--- src/rtl/usb_rx_crc_ctrl_if.sv ---
// Bundle between the USB RX CRC sequencer, the receiver front end, the serial
// CRC-16 checker and the RX control FSM.
//   master : the sequencer (consumes bit stream + crc_pass, drives checker/status)
//   slave  : the environment (drives bit stream + crc_pass, consumes the rest)
interface usb_rx_crc_ctrl_if;
  // decoded bit stream from the receiver
  logic rcving;
  logic shift_enable;
  logic d_orig;
  logic eop;
  // serial CRC-16 checker
  logic crc_pass;
  logic crc_clear;
  logic crc_shift_en;
  logic crc_serial_in;
  // per-packet status to the RX control FSM
  logic pkt_done;
  logic pkt_is_data;
  logic crc_err;
  logic len_err;
  logic pid_err;

  modport master (
    input  rcving, shift_enable, d_orig, eop, crc_pass,
    output crc_clear, crc_shift_en, crc_serial_in,
    output pkt_done, pkt_is_data, crc_err, len_err, pid_err
  );

  modport slave (
    output rcving, shift_enable, d_orig, eop, crc_pass,
    input  crc_clear, crc_shift_en, crc_serial_in,
    input  pkt_done, pkt_is_data, crc_err, len_err, pid_err
  );
endinterface

--- src/rtl/usb_rx_crc_ctrl.sv ---
// Sequences the serial CRC-16 checker for the USB receiver: captures the PID,
// feeds DATA payload+CRC bits to the checker and judges the residual at EOP,
// then reports CRC/length/PID status for the packet.
// Ports:
//   clk, n_rst   clock, asynchronous active-low reset
//   bus          usb_rx_crc_ctrl_if.master (bit stream in, checker control out,
//                per-packet status out)
// Optional feature (macro RX_CRC_ERRCNT_EN):
//   errcnt_clr   in   synchronous clear of the error counter
//   crc_err_cnt  out  saturating count of DATA packets with a CRC error
module usb_rx_crc_ctrl #(
  parameter int unsigned MAX_PAYLOAD = 64
) (
  input  logic clk,
  input  logic n_rst,
  usb_rx_crc_ctrl_if.master bus
`ifdef RX_CRC_ERRCNT_EN
  ,
  input  logic       errcnt_clr,
  output logic [7:0] crc_err_cnt
`endif
);

  localparam int unsigned SAT_BITS = (MAX_PAYLOAD + 3) * 8;
  localparam int unsigned MAX_BITS = (MAX_PAYLOAD + 2) * 8;
  localparam int unsigned MIN_BITS = 16;
  localparam int unsigned CNT_W    = $clog2(SAT_BITS + 1);

  typedef enum logic [2:0] {
    S_IDLE,
    S_PID,
    S_DATA,
    S_SKIP,
    S_FLUSH,
    S_EVAL
  } state_t;

  state_t           state;
  logic [7:0]       pid;
  logic [2:0]       pid_cnt;
  logic             pid_full;
  logic [CNT_W-1:0] bit_cnt;

  logic [7:0] pid_next;
  logic       abort;
  logic       data_pkt;
  logic       len_bad;
  logic       pid_bad;

  // Packet classification from the captured PID and bit count
  always_comb begin
    pid_next = {bus.d_orig, pid[7:1]};
    abort    = !bus.rcving && !bus.eop;
    data_pkt = pid_full && (pid[1:0] == 2'b11);
    len_bad  = (bit_cnt[2:0] != 3'd0) ||
               (bit_cnt < CNT_W'(MIN_BITS)) ||
               (bit_cnt > CNT_W'(MAX_BITS));
    pid_bad  = !pid_full || (pid[7:4] != ~pid[3:0]);
  end

  // Checker stays preset until payload bits start flowing
  assign bus.crc_clear = (state == S_IDLE) || (state == S_PID);

  // Sequencer FSM with registered checker strobes and status
  always_ff @(posedge clk or negedge n_rst) begin
    if (!n_rst) begin
      state             <= S_IDLE;
      pid               <= '0;
      pid_cnt           <= '0;
      pid_full          <= 1'b0;
      bit_cnt           <= '0;
      bus.crc_shift_en  <= 1'b0;
      bus.crc_serial_in <= 1'b0;
      bus.pkt_done      <= 1'b0;
      bus.pkt_is_data   <= 1'b0;
      bus.crc_err       <= 1'b0;
      bus.len_err       <= 1'b0;
      bus.pid_err       <= 1'b0;
    end else begin
      bus.pkt_done     <= 1'b0;
      bus.crc_shift_en <= 1'b0;
      case (state)
        S_IDLE: begin
          if (bus.rcving) begin
            state           <= S_PID;
            pid_cnt         <= '0;
            pid_full        <= 1'b0;
            bit_cnt         <= '0;
            bus.pkt_is_data <= 1'b0;
            bus.crc_err     <= 1'b0;
            bus.len_err     <= 1'b0;
            bus.pid_err     <= 1'b0;
          end
        end
        S_PID: begin
          if (bus.shift_enable) begin
            pid     <= pid_next;
            pid_cnt <= pid_cnt + 3'd1;
          end
          // A bit arriving with eop completes the PID before eop is handled
          if (bus.shift_enable && (pid_cnt == 3'd7)) begin
            pid_full <= 1'b1;
            if (pid_next[1:0] == 2'b11) state <= bus.eop ? S_FLUSH : S_DATA;
            else                        state <= bus.eop ? S_EVAL  : S_SKIP;
          end else if (bus.eop) begin
            state <= S_EVAL;
          end
          if (abort) state <= S_IDLE;
        end
        S_DATA: begin
          if (bus.shift_enable && !abort) begin
            if (bit_cnt != CNT_W'(SAT_BITS)) bit_cnt <= bit_cnt + CNT_W'(1);
            bus.crc_shift_en  <= 1'b1;
            bus.crc_serial_in <= bus.d_orig;
          end
          if (bus.eop)        state <= S_FLUSH;
          else if (abort)     state <= S_IDLE;
        end
        S_SKIP: begin
          if (bus.eop)        state <= S_EVAL;
          else if (abort)     state <= S_IDLE;
        end
        S_FLUSH: state <= S_EVAL;
        S_EVAL: begin
          state           <= S_IDLE;
          bus.pkt_done    <= 1'b1;
          bus.pkt_is_data <= data_pkt;
          bus.crc_err     <= data_pkt && !bus.crc_pass;
          bus.len_err     <= data_pkt && len_bad;
          bus.pid_err     <= pid_bad;
        end
        default: state <= S_IDLE;
      endcase
    end
  end

`ifdef RX_CRC_ERRCNT_EN
  // Saturating CRC error counter; clear wins over increment
  always_ff @(posedge clk or negedge n_rst) begin
    if (!n_rst) begin
      crc_err_cnt <= '0;
    end else if (errcnt_clr) begin
      crc_err_cnt <= '0;
    end else if ((state == S_EVAL) && data_pkt && !bus.crc_pass &&
                 (crc_err_cnt != 8'hFF)) begin
      crc_err_cnt <= crc_err_cnt + 8'd1;
    end
  end
`endif

endmodule

--- src/flat_wrapper.sv ---
// flat-port wrapper written by rule: the top's interface ports become plain ports
module usb_rx_crc_ctrl_flat 
#(
  parameter int unsigned MAX_PAYLOAD = 64
)
  (clk, n_rst, bus_rcving, bus_shift_enable, bus_d_orig, bus_eop, bus_crc_pass, bus_crc_clear, bus_crc_shift_en, bus_crc_serial_in, bus_pkt_done, bus_pkt_is_data, bus_crc_err, bus_len_err, bus_pid_err);
  usb_rx_crc_ctrl_if bus_i ();
  input  logic clk;
  input  logic n_rst;
  input wire logic [$bits(bus_i.rcving)-1:0] bus_rcving;
  input wire logic [$bits(bus_i.shift_enable)-1:0] bus_shift_enable;
  input wire logic [$bits(bus_i.d_orig)-1:0] bus_d_orig;
  input wire logic [$bits(bus_i.eop)-1:0] bus_eop;
  input wire logic [$bits(bus_i.crc_pass)-1:0] bus_crc_pass;
  output wire logic [$bits(bus_i.crc_clear)-1:0] bus_crc_clear;
  output wire logic [$bits(bus_i.crc_shift_en)-1:0] bus_crc_shift_en;
  output wire logic [$bits(bus_i.crc_serial_in)-1:0] bus_crc_serial_in;
  output wire logic [$bits(bus_i.pkt_done)-1:0] bus_pkt_done;
  output wire logic [$bits(bus_i.pkt_is_data)-1:0] bus_pkt_is_data;
  output wire logic [$bits(bus_i.crc_err)-1:0] bus_crc_err;
  output wire logic [$bits(bus_i.len_err)-1:0] bus_len_err;
  output wire logic [$bits(bus_i.pid_err)-1:0] bus_pid_err;
  assign bus_i.rcving = bus_rcving;
  assign bus_i.shift_enable = bus_shift_enable;
  assign bus_i.d_orig = bus_d_orig;
  assign bus_i.eop = bus_eop;
  assign bus_i.crc_pass = bus_crc_pass;
  assign bus_crc_clear = bus_i.crc_clear;
  assign bus_crc_shift_en = bus_i.crc_shift_en;
  assign bus_crc_serial_in = bus_i.crc_serial_in;
  assign bus_pkt_done = bus_i.pkt_done;
  assign bus_pkt_is_data = bus_i.pkt_is_data;
  assign bus_crc_err = bus_i.crc_err;
  assign bus_len_err = bus_i.len_err;
  assign bus_pid_err = bus_i.pid_err;
  usb_rx_crc_ctrl #(.MAX_PAYLOAD(MAX_PAYLOAD)) u_core (.clk(clk), .n_rst(n_rst), .bus(bus_i));
endmodule
--- config.mk ---
export PLATFORM = sky130hd
export DESIGN_NAME = usb_rx_crc_ctrl_flat
export DESIGN_NICKNAME = d
export VERILOG_FILES = /design/src/rtl/usb_rx_crc_ctrl_if.sv /design/src/rtl/usb_rx_crc_ctrl.sv /design/src/flat_wrapper.sv
export SDC_FILE = /design/constraint.sdc
export NUM_CORES = 1
export LEC_CHECK = 0
export BUFFER_PORTS_ARGS = -buffer_cell sky130_fd_sc_hd__buf_2
export CAP_MARGIN = 20
export CORE_MARGIN = 5
export CORE_UTILIZATION = 60
export DETAILED_ROUTE_END_ITERATION = 12
export PLACE_DENSITY_LB_ADDON = 0.2
export SYNTH_ARGS = -nofsm -noshare
export SYNTH_HDL_FRONTEND = slang
export SYNTH_SLANG_ARGS = --single-unit
--- constraint.sdc ---
create_clock -name clk -period 6.3 [get_ports clk]
set_clock_uncertainty 0.2 [all_clocks]
set_input_delay 0.315 -clock clk [delete_from_list [all_inputs] [get_ports clk]]
set_output_delay 0.315 -clock clk [all_outputs]
set_load 0.1 [all_outputs]
[Word-level counts from Yosys, hierarchy flattened]
Index checks and enable logic that the tools add are counted.
W data, S select, Z words.
Cells by class
  add/sub/neg operators: 2
  multiply operators: 0
  div/mod/pow operators: 0
  magnitude comparators: 2
  equality and inequality tests: 16
  shifts and indexed selects: 0
  mux-type cells: 28
  bitwise logic cells: 1
  reduce and logical (&&, ||, !) cells: 27
Operators with widths (count)
  $mux W3: 12
  $mux W10: 3
  $pmux W10 S2: 1
  $pmux W3 S5: 1
  $add A10 B1 Y10 const B: 1
  $gt A10 B10 Y1 const B: 1
  $lt A10 B5 Y1 const B: 1
  $ne A10 B10 Y1 const B: 1
  $pmux W1 S2: 5
  $eq A3 B3 Y1 const B: 3
  $reduce_and A2 Y1: 4
  $eq A3 B2 Y1 const B: 2
  $logic_and A1 B1 Y1: 6
  $ne A2 B2 Y1 const B: 3
  $pmux W3 S2: 1
  $reduce_and A3 Y1: 2
  $reduce_bool A2 Y1: 3
  $logic_not A1 Y1: 5
  $mux W1: 5
  $eq A2 B2 Y1 const B: 2
  $logic_or A1 B1 Y1: 4
  $ne A2 B1 Y1 const B: 2
  $ne A4 B3 Y1 const B: 1
  $ne A4 B4 Y1: 1
  other kinds (6): 6
Word-level totals
  flip-flop bits (word level): 32
  bits in latches: 0
  memory bits (writable): 0
  bits in read-only memories: 0
  input bits: 7
  output and inout port bits: 8
  word-level logic and storage cells: 88
  memories kept: 0

[Longest topological paths before layout]
  depth after elaboration: 6
  mapped depth: 7

[Worst setup path after synthesis]
Ideal clock, no wire load.
  path type: reg-to-reg
  start point: register u_core.state[2]
  end point: register u_core.pid[7]
  library setup time: 125 ps
  arrival: 2967 ps
  path slack: 3008 ps
  stages on the path, launching flop included: 7
  buffers on the path: 3
  clock period less this slack: 3292 ps
  cells stage by stage: dfrtp_1 > buf_6 > nor2_1 > and3_1 > clkbuf_1 > clkbuf_1 > mux2_2
On the way
  longest elaborated chain between the ends: 2
Ends and longest elaborated chain
  from (decl): RTL line usb_rx_crc_ctrl.sv:38  | state_t state;
  from (signal assigned): RTL line usb_rx_crc_ctrl.sv:103  | if (pid_next[1:0] == 2'b11) state <= bus.eop ? S_FLUSH : S_DATA;
  from (signal assigned): RTL line usb_rx_crc_ctrl.sv:104  | else state <= bus.eop ? S_EVAL : S_SKIP;
  $eq A3 B1 Y1: RTL line usb_rx_crc_ctrl.sv:82  | case (state)
  $reduce_and A2 Y1 (no source line)
  to (signal assigned): RTL line usb_rx_crc_ctrl.sv:97  | pid <= pid_next;
  to (decl): RTL line usb_rx_crc_ctrl.sv:39  | logic [7:0] pid;
No other way between the ends.
A chain may end at the register's enable or synchronous reset.

[Final worst setup path]
  start point: register u_core.state[2]
  end point: register u_core.bit_cnt[9]
On the way
  longest elaborated chain between the ends: 3
  elaborated cells between the ends (all ways): 8
  those cells by class: 4 x eq/ne; 1 x mux; 3 x reduce/logical
Ends and longest elaborated chain
  $eq A3 B2 Y1 or $logic_not A3 Y1 (tied branches): RTL line usb_rx_crc_ctrl.sv:82
  $ne A2 B1 Y1 (no source line) (tied with other cells)
  $reduce_and A4 Y1 (no source line)
  to (signal assigned): RTL line usb_rx_crc_ctrl.sv:112  | if (bit_cnt != CNT_W'(SAT_BITS)) bit_cnt <= bit_cnt + CNT_W'(1);
  to (decl): RTL line usb_rx_crc_ctrl.sv:42  | logic [CNT_W-1:0] bit_cnt;
Parallel ways exist; a longest one is shown, timed or not.

==> reports/qor_table.md <==
| Metric | Value | Unit |
|:---|:---|:---|
| DR WL/cell | 15.6 | microns |
| CORE AREA | 2450 | sq um |
| Longest Clk Path Bufs | 2 | - |
| Worst-case vdd ir drop | 0.306 | mV |
| Mux contribution to synthesized area | 8.62 | % |
| Final count of hold timing violations | 0 | - |
| Number of global-route vias before repair | 1164 | - |
| Timing-limited maximum frequency | 0.437 | GHz |
| Worst hold stages | 2 | - |
| Proportion of synthesized chip area in sequential cells | 52.0 | % |
| Number of standard cells in the final layout excluding fillers | 193 | - |
| Post-synthesis sequential element count | 32 | - |
| Overall power after layout | 0.631 | mW |
| Cell family with the largest share of critical-path delay | simple AND/OR/NAND/NOR gates | - |
| Nature of the critical path startpoint | flop | - |
| Unique cell type count in the Yosys netlist | 36 | - |
| Ys Warns | 0 | - |
| Data required, critical path | 6.37 | ns |
| Die Width | 60.6 | microns |
| Routability congestion estimate | 0.921 | - |
| Clock-pin slew on the worst setup and hold paths | 0.10 | ns |
| Post-synthesis cell type with the largest combined area | dfrtp_1 | - |
| Residual DRC count | 0 | - |
| Antenna violations before repair | 0 | - |
| Final Net Count | 173 | - |
| Top cell types by occurrence after synthesis | dfrtp_1, nand2_1, mux2_2 | - |
| Standard-cell row count | 18 | - |
| Type of the worst setup path | reg2reg | - |
| CTS Root Cell | clkbuf_4 | - |
| CTS tree | done | - |
| Total number of clock tree sinks | 32 | - |
| Adder-cell area share of the yosys netlist | 3.25 | % |
| DRT Pass-1 Iters | 5 | - |
| Post-synthesis share of cell area spent on xor and xnor gates | 3.41 | % |
| Power Dens Cells | 367 | nW/um^2 |
| Die Footprint | 3680 | sq um |
| Slew at the pin closest to its max-slew limit | 0.680 | ns |
| Number of diodes added for antenna fixing | 0 | - |
| Critical path peak fanout | 9 | - |
| Initial Utilization | 62.7 | % |
| Number of clock buffers inserted by TritonCTS | 5 | - |
| Main area contributors after synthesis | dfrtp_1, mux2_2, nand2_1 | - |
| Post-DP HPWL | 2.20 | mm |
| Number of cells produced by synthesis | 142 | - |
| Cell type of the slowest stage on the worst timing path | or4b_1 | - |
| Vias | 1124 | - |
| Arrival time reported for the critical path endpoint | 2.36 | ns |
| Portion of the clock cycle consumed by the worst path in the final layout | 36.3 | % |
| Primary FF master, synth | dfrtp_1 | - |
| Later-pin clock latency in the skew report | 0.34 | ns |
| Total of endpoints with negative setup slack in the final report | 0 | - |
| Worst-path cell chain | nand4bb_4 > or4b_1 > or4_1 > a21oi_1 | - |
| Design Area, Final | 1720 | sq um |
| GRT Overall Usage | 20.7 | % |
| CTS hold repair buffers | 4 | - |
| Count of input and output buffers | 14 | - |
| Critical Path Sink Type | flop | - |
| Dominant combinational cell family by area after synthesis | simple AND/OR/NAND/NOR gates | - |
| Asr flop ratio synth | 100 | % |
| Fraction of layout instances using a drive strength above 1 | 21.5 | % |
| Hold crit path type | in2reg | - |
| Dominant cell by count in the synthesized netlist | dfrtp_1 | - |
| Maximum number of pins on one net before global-route repair | 33 | - |
| Cell count after placement | 181 | - |
| Worst slew margin relative to its limit | 54.7 | % |
| Outcome | finished clean | - |
| Netlist Area Pre-Place | 1540 | sq um |
| Depth of the most critical reg-to-reg path | 4 | - |
| Top cell type's share of synthesized area | 52.0 | % |
| Setup repair bufs after CTS | 0 | - |
| Via count normalized by instance count | 5.82 | - |
| Number of violations reported at the end of detailed-routing iteration 0 | 44 | - |
| Largest stage delay, worst path | 0.64 | ns |
| Minimum period implied by the final worst setup slack | 2.29 | ns |
| Post-place instance area | 1620 | sq um |
| Mean cell area of the mapped netlist | 10.8 | sq um |
| Number of gates on the worst path with buffers counted | 4 | - |
| Cts repair resizes | 0 | - |
| CTS H-tree depth | 2 | - |
| Nets in the synthesized netlist | 153 | - |
| Die Y-Extent | 60.6 | microns |
| Area Overhead vs Synth | 11.8 | % |
| Count of buffer and inverter cells on the critical path | 0 | - |
| Number of nets with antenna violations after detailed routing | 0 | - |
| Static leakage power | 0.818 | nW |
| Synthesized-area fraction occupied by ao, oa, aoi and oai cells | 9.19 | % |
| RSZ-0062 raised after global routing | false | - |
| Setup TNS after final layout | 0 | ns |
| I/O pin cnt | 15 | - |
| Max-slew violation total from the final report | 0 | - |
| Final Routed Wirelength | 3.01 | mm |
| Number of synthesized flops with an enable pin | 0 | - |
| GRT Residual Overflow | 0 | - |
| Simple-gate portion of the synthesized area | 20.5 | % |
| Max-cap viol count | 0 | - |
| Wire length of the first global-routing pass | 5.36 | mm |
## flip-flops by register name (all words and copies together) (netlist names)
| register | count |
|---|---|
| u_core.bus.pid_err | 1 |
| u_core.bus.crc_serial_in | 1 |
| u_core.bit_cnt | 10 |
| u_core.pid | 8 |
| u_core.bus.pkt_is_data | 1 |
| u_core.state | 3 |
| u_core.bus.crc_shift_en | 1 |
| u_core.pid_full | 1 |
| u_core.bus.pkt_done | 1 |
| u_core.bus.len_err | 1 |
| u_core.pid_cnt | 3 |
| u_core.bus.crc_err | 1 |
## layer usage
metal  track usage, %  up-vias  wire (microns)
met5                0        -               0
met4             11.1        0              78
met3             7.23        7             138
met2             34.5       25            1600
met1             23.1      546            1200
li1                 -      546               -
## worst paths after layout
check	startpoint	endpoint	slack, ns
worst max-delay path	u_core.state[2]	u_core.bit_cnt[9]	4.01
worst min-delay path	bus_rcving	u_core.state[1]	0.08
worst max register to register	u_core.state[2]	u_core.bit_cnt[9]	4.01
worst min register to register	u_core.bus.crc_serial_in	u_core.bus.crc_serial_in	0.29
max in group asynchronous	n_rst	u_core.pid[4]	5.12
min in group asynchronous	n_rst	u_core.bit_cnt[3]	0.34
## power breakdown
group	leakage, nW	internal [mW]	switching (mW)
Combinational	0.356	0.0856	0.130
Clock	0.0380	0.0530	0.0703
Sequential	0.424	0.250	0.0425
## worst reg2reg max path: cells and delay by family (launching register included)
| kind | cells | cell delay (ns) |
|---|---|---|
| AND/OR/NAND/NOR | 3 | 1.42 |
| flip-flops | 1 | 0.46 |
| AO/OA/AOI/OAI | 1 | 0.15 |
## final cells by class
type	count	area, sq um
sequential	32	801
fill	195	734
multi-input combinational	100	692
timing repair buffer	18	110
clock buffer	6	51.3
tap	30	37.5
inverter	5	18.8
clock inverter	2	10.0
## metrics by stage
stage / setup WS [ns] / util [%] / hold slack, ns
3_3_place_gp: 4.10 / 66.0 / 0.185
4_1_cts: 4.03 / 70.1 / 0.0629
6_report: 4.01 / 70.1 / 0.0770
5_1_grt: 3.91 / 70.1 / 0.0580
3_5_place_dp: 4.04 / 66.0 / 0.197
2_1_floorplan: 3.01 / - / -0.181
## kinds of logic (layout without fill, tap and decap cells)
family | after synthesis | after routing
muxes | 12 | 12
xor gates and xnor gates | 6 | 6
AOI/OAI and AO/OA | 22 | 22
adders and majority gates | 4 | 4
buffers and inverters | 10 | 31
and+or+nand+nor | 56 | 56
DFF | 32 | 32
## cells in the final DEF (no fill, tap or decap), drive strengths merged, types with 2 or more instances in the layout
| cell type | netlist | routed |
|---|---|---|
| and3 | 3 | 3 |
| buf | 2 | 14 |
| clkbuf | 3 | 6 |
| nand2 | 15 | 15 |
| and2 | 2 | 2 |
| nor4 | 2 | 2 |
| nand4 | 4 | 4 |
| dfrtp | 32 | 32 |
| inv | 5 | 5 |
| xor2 | 2 | 2 |
| a21oi | 6 | 6 |
| a22o | 4 | 4 |
| or4 | 2 | 2 |
| ha | 4 | 4 |
| mux2 | 10 | 10 |
| nand3 | 5 | 5 |
| o31ai | 2 | 2 |
| mux2i | 2 | 2 |
| nor3 | 3 | 3 |
| nor2 | 9 | 9 |
| o21ai | 7 | 7 |
| or3 | 2 | 2 |
| xnor2 | 4 | 4 |
| dlygate4sd3 | 0 | 4 |
| clkinv | 0 | 2 |
Note: power is estimated with default switching activity, not from simulation.
